==> config.mk <==
export PLATFORM = sky130hd
export DESIGN_NAME = sram_access_arbiter
export DESIGN_NICKNAME = d
export VERILOG_FILES = /design/src/rtl/sram_arb_pkg.sv /design/src/rtl/sram_arb_rr.sv /design/src/rtl/sram_access_arbiter.sv
export SDC_FILE = /design/constraint.sdc
export NUM_CORES = 1
export LEC_CHECK = 0
export CORE_AREA = 2 2 99 101
export CTS_CLUSTER_SIZE = 30
export DETAILED_ROUTE_END_ITERATION = 16
export DIE_AREA = 0 0 101 103
export DONT_BUFFER_PORTS = 1
export GPL_ROUTABILITY_DRIVEN = 0
export PLACE_DENSITY_LB_ADDON = 0.08
export SLEW_MARGIN = 20
export SYNTH_ARGS = -nofsm -noshare
export SYNTH_HDL_FRONTEND = slang
export SYNTH_SLANG_ARGS = --single-unit
==> constraint.sdc <==
create_clock -name clk -period 4.4 [get_ports clk]
set_clock_uncertainty 0.15 [all_clocks]
set_input_delay 0.44 -clock clk [delete_from_list [all_inputs] [get_ports clk]]
set_output_delay 0.44 -clock clk [all_outputs]
set_load 0.05 [all_outputs]
==> src/rtl/sram_arb_pkg.sv <==
// Shared definitions for the SRAM access arbiter: FSM state encoding,
// the SRAM address window and the idle strobe pattern.
package sram_arb_pkg;

   typedef enum logic [1:0] {
      ST_IDLE   = 2'd0,
      ST_SETUP  = 2'd1,
      ST_ACCESS = 2'd2,
      ST_DONE   = 2'd3
   } arb_state_t;

   localparam logic [15:0] SRAM_BASE = 16'h0000;
   localparam logic [15:0] SRAM_TOP  = 16'h3FFF;

   // {CE_n, OE_n, WE_n} with every strobe released
   localparam logic [2:0] STROBE_IDLE = 3'b111;

   // Strobe pattern {CE_n, OE_n, WE_n} that a given state drives onto the SRAM.
   function automatic logic [2:0] strobe_for(input arb_state_t st, input logic is_wr);
      logic [2:0] s;
      s = STROBE_IDLE;
      case (st)
         ST_SETUP:  s = 3'b011;
         ST_ACCESS: s = is_wr ? 3'b010 : 3'b001;
         default:   s = STROBE_IDLE;
      endcase
      return s;
   endfunction

endpackage

==> src/rtl/sram_arb_rr.sv <==
// Two-way round-robin picker: when both ports request, the port named by
// ptr wins; a lone request always wins. Pure combinational.
module sram_arb_rr (
   input  logic [1:0] req,
   input  logic       ptr,
   output logic [1:0] grant
);

   // One-hot grant from the request pair and the preferred-port pointer
   always_comb begin
      grant = req;
      if (req == 2'b11) begin
         grant = ptr ? 2'b10 : 2'b01;
      end
   end

endmodule

==> src/rtl/sram_access_arbiter.sv <==
// Shares one asynchronous SRAM between a writer (port 0) and a display
// reader (port 1). Arbitrates in IDLE, rejects addresses above SRAM_TOP
// with an err pulse, and sequences CE_n/OE_n/WE_n through
// IDLE -> SETUP -> ACCESS (WAIT_CYC cycles) -> DONE -> IDLE.
// All outputs are registered from the current state, so they trail the
// state by one clock.
// Build option: define SRAM_ARB_FIXED_PRIO_EN to give port 0 fixed priority
// (no round-robin pointer); otherwise arbitration is round-robin.
module sram_access_arbiter #(
   parameter int                ADDR_W   = 16,
   parameter int                DATA_W   = 8,
   parameter logic [ADDR_W-1:0] SRAM_TOP = ADDR_W'(16'h3FFF),
   parameter int                WAIT_CYC = 2
) (
   input  logic                  clk,
   input  logic                  nRESET,
   input  logic [1:0]            req,
   input  logic [1:0]            wr,
   input  logic [2*ADDR_W-1:0]   addr,
   input  logic [2*DATA_W-1:0]   wdata,
   output logic [1:0]            done,
   output logic [1:0]            err,
   output logic [DATA_W-1:0]     rdata,
   output logic                  busy,
   output logic [ADDR_W-1:0]     sram_addr,
   output logic [DATA_W-1:0]     sram_dout,
   input  logic [DATA_W-1:0]     sram_din,
   output logic                  sram_drv,
   output logic                  CE_n,
   output logic                  OE_n,
   output logic                  WE_n
);

   import sram_arb_pkg::*;

   localparam logic [3:0] WAIT_LAST = 4'(WAIT_CYC - 1);

   arb_state_t          state_reg, state_next;
   logic [3:0]          wait_cnt_reg, wait_cnt_next;

   // Transaction latched at arbitration time
   logic                port_reg;
   logic                wr_reg;
   logic                err_flag_reg;
   logic [ADDR_W-1:0]   addr_lat_reg;
   logic [DATA_W-1:0]   wdata_lat_reg;

   // Next values of the registered outputs
   logic [2:0]          strobe_next;
   logic                drv_next;
   logic [1:0]          done_next;
   logic [1:0]          err_next;
   logic                busy_next;
   logic                capture_rd;

   logic [ADDR_W-1:0]   port_addr  [2];
   logic [DATA_W-1:0]   port_wdata [2];
   logic [1:0]          grant;
   logic                grant_port;
   logic                grant_valid;
   logic [ADDR_W-1:0]   sel_addr;

   // Split the packed per-port buses
   for (genvar gi = 0; gi < 2; gi++) begin : g_port
      assign port_addr[gi]  = addr[gi*ADDR_W +: ADDR_W];
      assign port_wdata[gi] = wdata[gi*DATA_W +: DATA_W];
   end

`ifdef SRAM_ARB_FIXED_PRIO_EN
   // Port 0 wins whenever it requests
   always_comb begin
      grant = 2'b00;
      if (req[0]) begin
         grant = 2'b01;
      end else if (req[1]) begin
         grant = 2'b10;
      end
   end
`else
   logic rr_ptr_reg;

   sram_arb_rr u_rr (
      .req   (req),
      .ptr   (rr_ptr_reg),
      .grant (grant)
   );

   // Point at the other port after every grant, including rejected ones
   always_ff @(posedge clk or negedge nRESET) begin
      if (!nRESET) begin
         rr_ptr_reg <= 1'b0;
      end else if (state_reg == ST_IDLE && grant != 2'b00) begin
         rr_ptr_reg <= grant[0];
      end
   end
`endif

   assign grant_valid = (grant != 2'b00);
   assign grant_port  = grant[1];
   assign sel_addr    = port_addr[grant_port];

   // State register and wait counter
   always_ff @(posedge clk or negedge nRESET) begin
      if (!nRESET) begin
         state_reg    <= ST_IDLE;
         wait_cnt_reg <= 4'd0;
      end else begin
         state_reg    <= state_next;
         wait_cnt_reg <= wait_cnt_next;
      end
   end

   // Next state plus the next value of every registered output
   always_comb begin
      state_next    = state_reg;
      wait_cnt_next = wait_cnt_reg;
      strobe_next   = strobe_for(state_reg, wr_reg);
      drv_next      = 1'b0;
      done_next     = 2'b00;
      err_next      = 2'b00;
      capture_rd    = 1'b0;
      case (state_reg)
         ST_IDLE: begin
            if (grant_valid) begin
               state_next = (sel_addr > SRAM_TOP) ? ST_DONE : ST_SETUP;
            end
         end
         ST_SETUP: begin
            drv_next      = wr_reg;
            wait_cnt_next = WAIT_LAST;
            state_next    = ST_ACCESS;
         end
         ST_ACCESS: begin
            drv_next = wr_reg;
            if (wait_cnt_reg == 4'd0) begin
               state_next = ST_DONE;
            end else begin
               wait_cnt_next = wait_cnt_reg - 4'd1;
            end
         end
         ST_DONE: begin
            // sram_drv held through DONE so write data outlives WE_n
            drv_next   = wr_reg && !err_flag_reg;
            capture_rd = !wr_reg && !err_flag_reg;
            if (err_flag_reg) begin
               err_next = port_reg ? 2'b10 : 2'b01;
            end else begin
               done_next = port_reg ? 2'b10 : 2'b01;
            end
            state_next = ST_IDLE;
         end
         default: state_next = ST_IDLE;
      endcase
      busy_next = (state_next != ST_IDLE);
   end

   // Latch the winning request when leaving IDLE
   always_ff @(posedge clk or negedge nRESET) begin
      if (!nRESET) begin
         port_reg      <= 1'b0;
         wr_reg        <= 1'b0;
         err_flag_reg  <= 1'b0;
         addr_lat_reg  <= '0;
         wdata_lat_reg <= '0;
      end else if (state_reg == ST_IDLE && grant_valid) begin
         port_reg      <= grant_port;
         wr_reg        <= wr[grant_port];
         err_flag_reg  <= (sel_addr > SRAM_TOP);
         addr_lat_reg  <= sel_addr;
         wdata_lat_reg <= port_wdata[grant_port];
      end
   end

   // Output registers; rdata samples the bus on the edge ending ACCESS
   always_ff @(posedge clk or negedge nRESET) begin
      if (!nRESET) begin
         {CE_n, OE_n, WE_n} <= STROBE_IDLE;
         sram_drv           <= 1'b0;
         done               <= 2'b00;
         err                <= 2'b00;
         busy               <= 1'b0;
         rdata              <= '0;
         sram_addr          <= '0;
         sram_dout          <= '0;
      end else begin
         {CE_n, OE_n, WE_n} <= strobe_next;
         sram_drv           <= drv_next;
         done               <= done_next;
         err                <= err_next;
         busy               <= busy_next;
         if (state_reg == ST_SETUP) begin
            sram_addr <= addr_lat_reg;
            sram_dout <= wdata_lat_reg;
         end
         if (capture_rd) begin
            rdata <= sram_din;
         end
      end
   end

endmodule
# Yosys cells after proc, flatten, opt, wreduce, memory -nomap -nowiden

Index checks and enable logic that the tools add are counted.
W data, S select, Z words.

Register bits: 75
Output and inout port bits: 41
Logic and storage cells: 65

Add/subtract/negate cells: 1
Magnitude comparators: 3
Eq/ne operators: 5
Muxes and demuxes: 25
Bitwise logic cells: 1
Reduce and logical (&&, ||, !) cells: 12

Operators by type and width:

| cell                   | count |
|---|---|
| $mux W16               | 3 |
| $mux W8                | 3 |
| $mux W2                | 11 |
| $gt A16 B14 Y1 const B | 1 |
| $pmux W2 S4            | 1 |
| $pmux W4 S2            | 1 |
| $eq A2 B2 Y1 const B   | 3 |
| $pmux W3 S2            | 1 |
| $reduce_bool A2 Y1     | 3 |
| $logic_not A4 Y1       | 1 |
| $mux W4                | 1 |
| $sub A4 B1 Y4 const B  | 1 |
| $logic_and A1 B1 Y1    | 3 |
| $mux W1                | 3 |
| $eq A2 B1 Y1 const B   | 1 |
| $ge A2 B2 Y1 const B   | 1 |
| $logic_not A1 Y1       | 2 |
| $logic_not A2 Y1       | 1 |
| $lt A1 B2 Y1 const B   | 1 |
| $ne A2 B2 Y1 const B   | 1 |
| $not A1 Y2             | 1 |
| $pmux W1 S2            | 1 |
| $reduce_and A2 Y1      | 1 |
| $reduce_or A2 Y1       | 1 |

# Depth between registers and ports, before layout

Depth after elaboration: 11
Mapped depth: 7

# Hierarchy

Synthesis repeated with hierarchy kept, for this count alone.

Cells, all modules: 256
Area, all modules: 3179.3 um^2

Modules (own cells, without submodules):

| module              | instances | cells each | area each (um^2) |
|---|---|---|---|
| sram_access_arbiter | 1         | 253        | 3160.5 |
| sram_arb_rr         | 1         | 3          | 18.8 |

# Least setup slack after synthesis

OpenSTA, ideal clock, no wires.

Path type: reg2reg
Start point: register state_reg[1]
End point: register sram_addr[0]
Setup time: 0.125 ns
Arrival time: 1.330 ns
Required time: 4.125 ns
Path slack: 2.796 ns
Cell stages (with the launch flop): 6
Cell sequence: dfrtp_1 -> inv_1 -> ha_1 -> buf_2 -> buf_2 -> mux2_2

Cells in the longest elaborated chain, start to end: 1

Ends and longest elaborated chain:

| what                     | line                       | text |
|---|---|---|
| start: declaration       | sram_access_arbiter.sv:38  | `arb_state_t state_reg, state_next;` |
| start signal: assignment | sram_access_arbiter.sv:108 | `state_reg <= state_next;` |
| $eq A2 B1 Y1             | sram_access_arbiter.sv:191 | `if (state_reg == ST_SETUP) begin` |
| end signal: assignment   | sram_access_arbiter.sv:192 | `sram_addr <= addr_lat_reg;` |
| end: declaration         | sram_access_arbiter.sv:25  | `output logic [ADDR_W-1:0] sram_addr,` |

Every way passes these cells.
A chain may end at the register's enable or synchronous reset.

# Worst setup path in the final report

Start point: register state_reg[1]
End point: register sram_addr[10]

The elaborated chain is that of the path after synthesis.

==> flow_summary.toml <==
[outcome]
outcome = "finished clean"

[layout]
fin_cells = 381
layout-drive-gt1-share_pct = 23.6
fillers = 936
layout.nets = 331
area_growth_syn_to_layout_pct = 9.98
final_util_pct = 37.4
antenna_cells = 0

[synthesis]
syn_area_um2 = 3220
synthTopCellsByCount = "dfrtp_1, nand2_1, mux2_2"
yosysMostFrequentCell = "dfrtp_1"
synth_seq_cells = 75
async_flop_share_pct = 100
syn-num-nets = 327
yosysUniqueCellTypes = 32
yosys_warnings = 0
synth_top_area_cell = "dfrtp_1"
synthTopCellsByArea = "dfrtp_1, mux2_2, mux2i_1"
netlist.area_leader.share_pct = 55.9
syn_area_per_cell_um2 = 12.5
synth_edf_count = 0
synth-seq-area-share_pct = 58.4
netlist_instances = 258
synth_ff_type = "dfrtp_1"

[global_routing]
grt_first_pass_wirelength_mm = 9.43
grt_use_met1_pct = 16.0
gr-total-overflow = 0
top_usage_layer = "met2"
grt_max_degree = 76
first_global_vias = 1740
grtUsageMet3_pct = 5.29
grtUsageTotal_pct = 12.2
grt_use_met2_pct = 17.7
antenna_found_initial = 0

[routing]
antenna_left = 0
routed_via_density = 4.81
drt_wl_total_mm = 6.10
vias = 1832
wire_per_inst_um = 16.0
drt-initial-drc-count = 35
firstDrtPassIters = 4
drc_errors = 0

[worst_setup_path]
path_max_fanout = 15
startpoint_type = "flop"
worstRegToRegCells = 4
crit_type = "flop to flop"
cp_data_arrival_time_ps = 2170
cp-end-kind = "flop"
cp.required_ps = 4470

[floorplanning]
start_util_pct = 34.0
core_um2 = 9460
dieWidth_um = 101
die_area_um2 = 10400
die_height_um = 103
num_io_pins = 103
std_cell_rows = 36

[job]
cap_violations = 0

[min_path]
holdPathStages = 1
hp-class = "primary input to flop"

[clocking]
path_clk_slew_ps = 80
cts-buffers-inserted = 9
clock-root-buffer = "clkbuf_8"
clock_latency_ps = 340
cts_htree_levels = 3
cts.path.max_buffers = 2
clock-sinks = 75
cts_tree = "done"
cts_resized = 0

[sta]
rsz0062_at_grt = "no"
layout_min_cycle_time_ps = 2100
fmax_mhz = 477
finalSetupViolCount = 0
slew_headroom_pct = 53.8
finalCritPeriodShare_pct = 47.7
hold_viol = 0
timing_worst_slew_pin_value_ps = 693
final_max_slew_viol_count = 0
tns_ps = 0

[power_and_ir_drop]
leakage_nw = 1.65
p_per_area_nw_per_um2 = 895
irDropWorstVdd_mv = 0.217
fin_total_pwr_mw = 3.17

[placed_design]
numPortBuffers = 0
dp_hpwl_mm = 4.06
dp.cells = 363
==> worst max-delay path, stage by stage (launching register included) <==
cell     delay, ps
dfrtp_1        420
inv_1          110
ha_1           610
buf_4          330
mux2_2         360
==> power breakdown <==
part           leakage (nW)  switching (mW)  internal, mW
clock network        0.0988           0.282         0.272
registers             0.920           0.802          1.02
logic                 0.628           0.410         0.386
total                  1.65            1.49          1.68
==> path summary, 6_finish.rpt <==
| path | start | endpoint | slack (ps) |
|---|---|---|---|
| worst max-delay path | state_reg[1] | sram_addr[10] | 2300 |
| worst min-delay path | req[1] | rr_ptr_reg | 40 |
| worst max register to register | state_reg[1] | sram_addr[10] | 2300 |
| worst min register to register | wait_cnt_reg[3] | wait_cnt_reg[3] | 330 |
| max in group asynchronous | nRESET | OE_n | 3220 |
| min in group asynchronous | nRESET | sram_addr[14] | 550 |
==> area by class of cell <==
type                            count  area (µm²)  area share [%]
Clock inverter                      7        82.6            2.33
Multi-Input combinational cell    164        1230            34.7
Clock buffer                        9         124            3.50
Sequential cell                    75        1880            53.1
Tap cell                          114         143            4.03
Inverter                            8        30.0           0.848
Timing Repair Buffer                4        52.6            1.48
==> kinds of logic after synthesis <==
group	after synthesis	synth area share (%)
mux	58	19.4
simple gates	54	7.69
fa+ha+maj	7	2.72
flops	75	58.4
buf+inv	19	3.65
compound gates	45	8.12
==> routing by layer <==
| metal | share of wire (%) | vias to the layer above | wire length (µm) |
|---|---|---|---|
| li1 | - | 893 | - |
| met1 | 46 | 864 | 2820 |
| met2 | 45 | 69 | 2720 |
| met3 | 8.1 | 6 | 491 |
| met4 | 1.1 | 0 | 65 |
| met5 | 0 | - | 0 |
==> cells in the final DEF (no fill, tap or decap), types with 2 or more instances in the layout <==
cell type	instances
a21oi_1	2
and3_1	2
buf_4	2
clkbuf_8	9
clkinvlp_4	2
dfrtp_1	72
dfstp_2	3
ha_1	7
inv_1	8
inv_6	3
mux2_2	32
mux2i_1	25
nand2_1	35
nand3_1	2
nor2_1	9
o21ai_0	13
o21ai_1	21
==> through the flow <==
stage / hold slack [ps] / worst slack, ps / instance area, µm²
after global placement: -2.25 / 2310 / 3300
after CTS: 16.7 / 2230 / 3540
final: 40.8 / 2300 / 3540
after global routing: 12.5 / 2130 / 3540
after detailed placement: -2.42 / 2220 / 3300
after floorplan: -5.59 / 2800 / 3220
==> repair_timing <==
item,4_1_cts,5_1_grt
buffers inserted,0,0
endpoints found under the hold margin,75,0
hold buffers,2,0
Power figures use the tool's default switching activity.
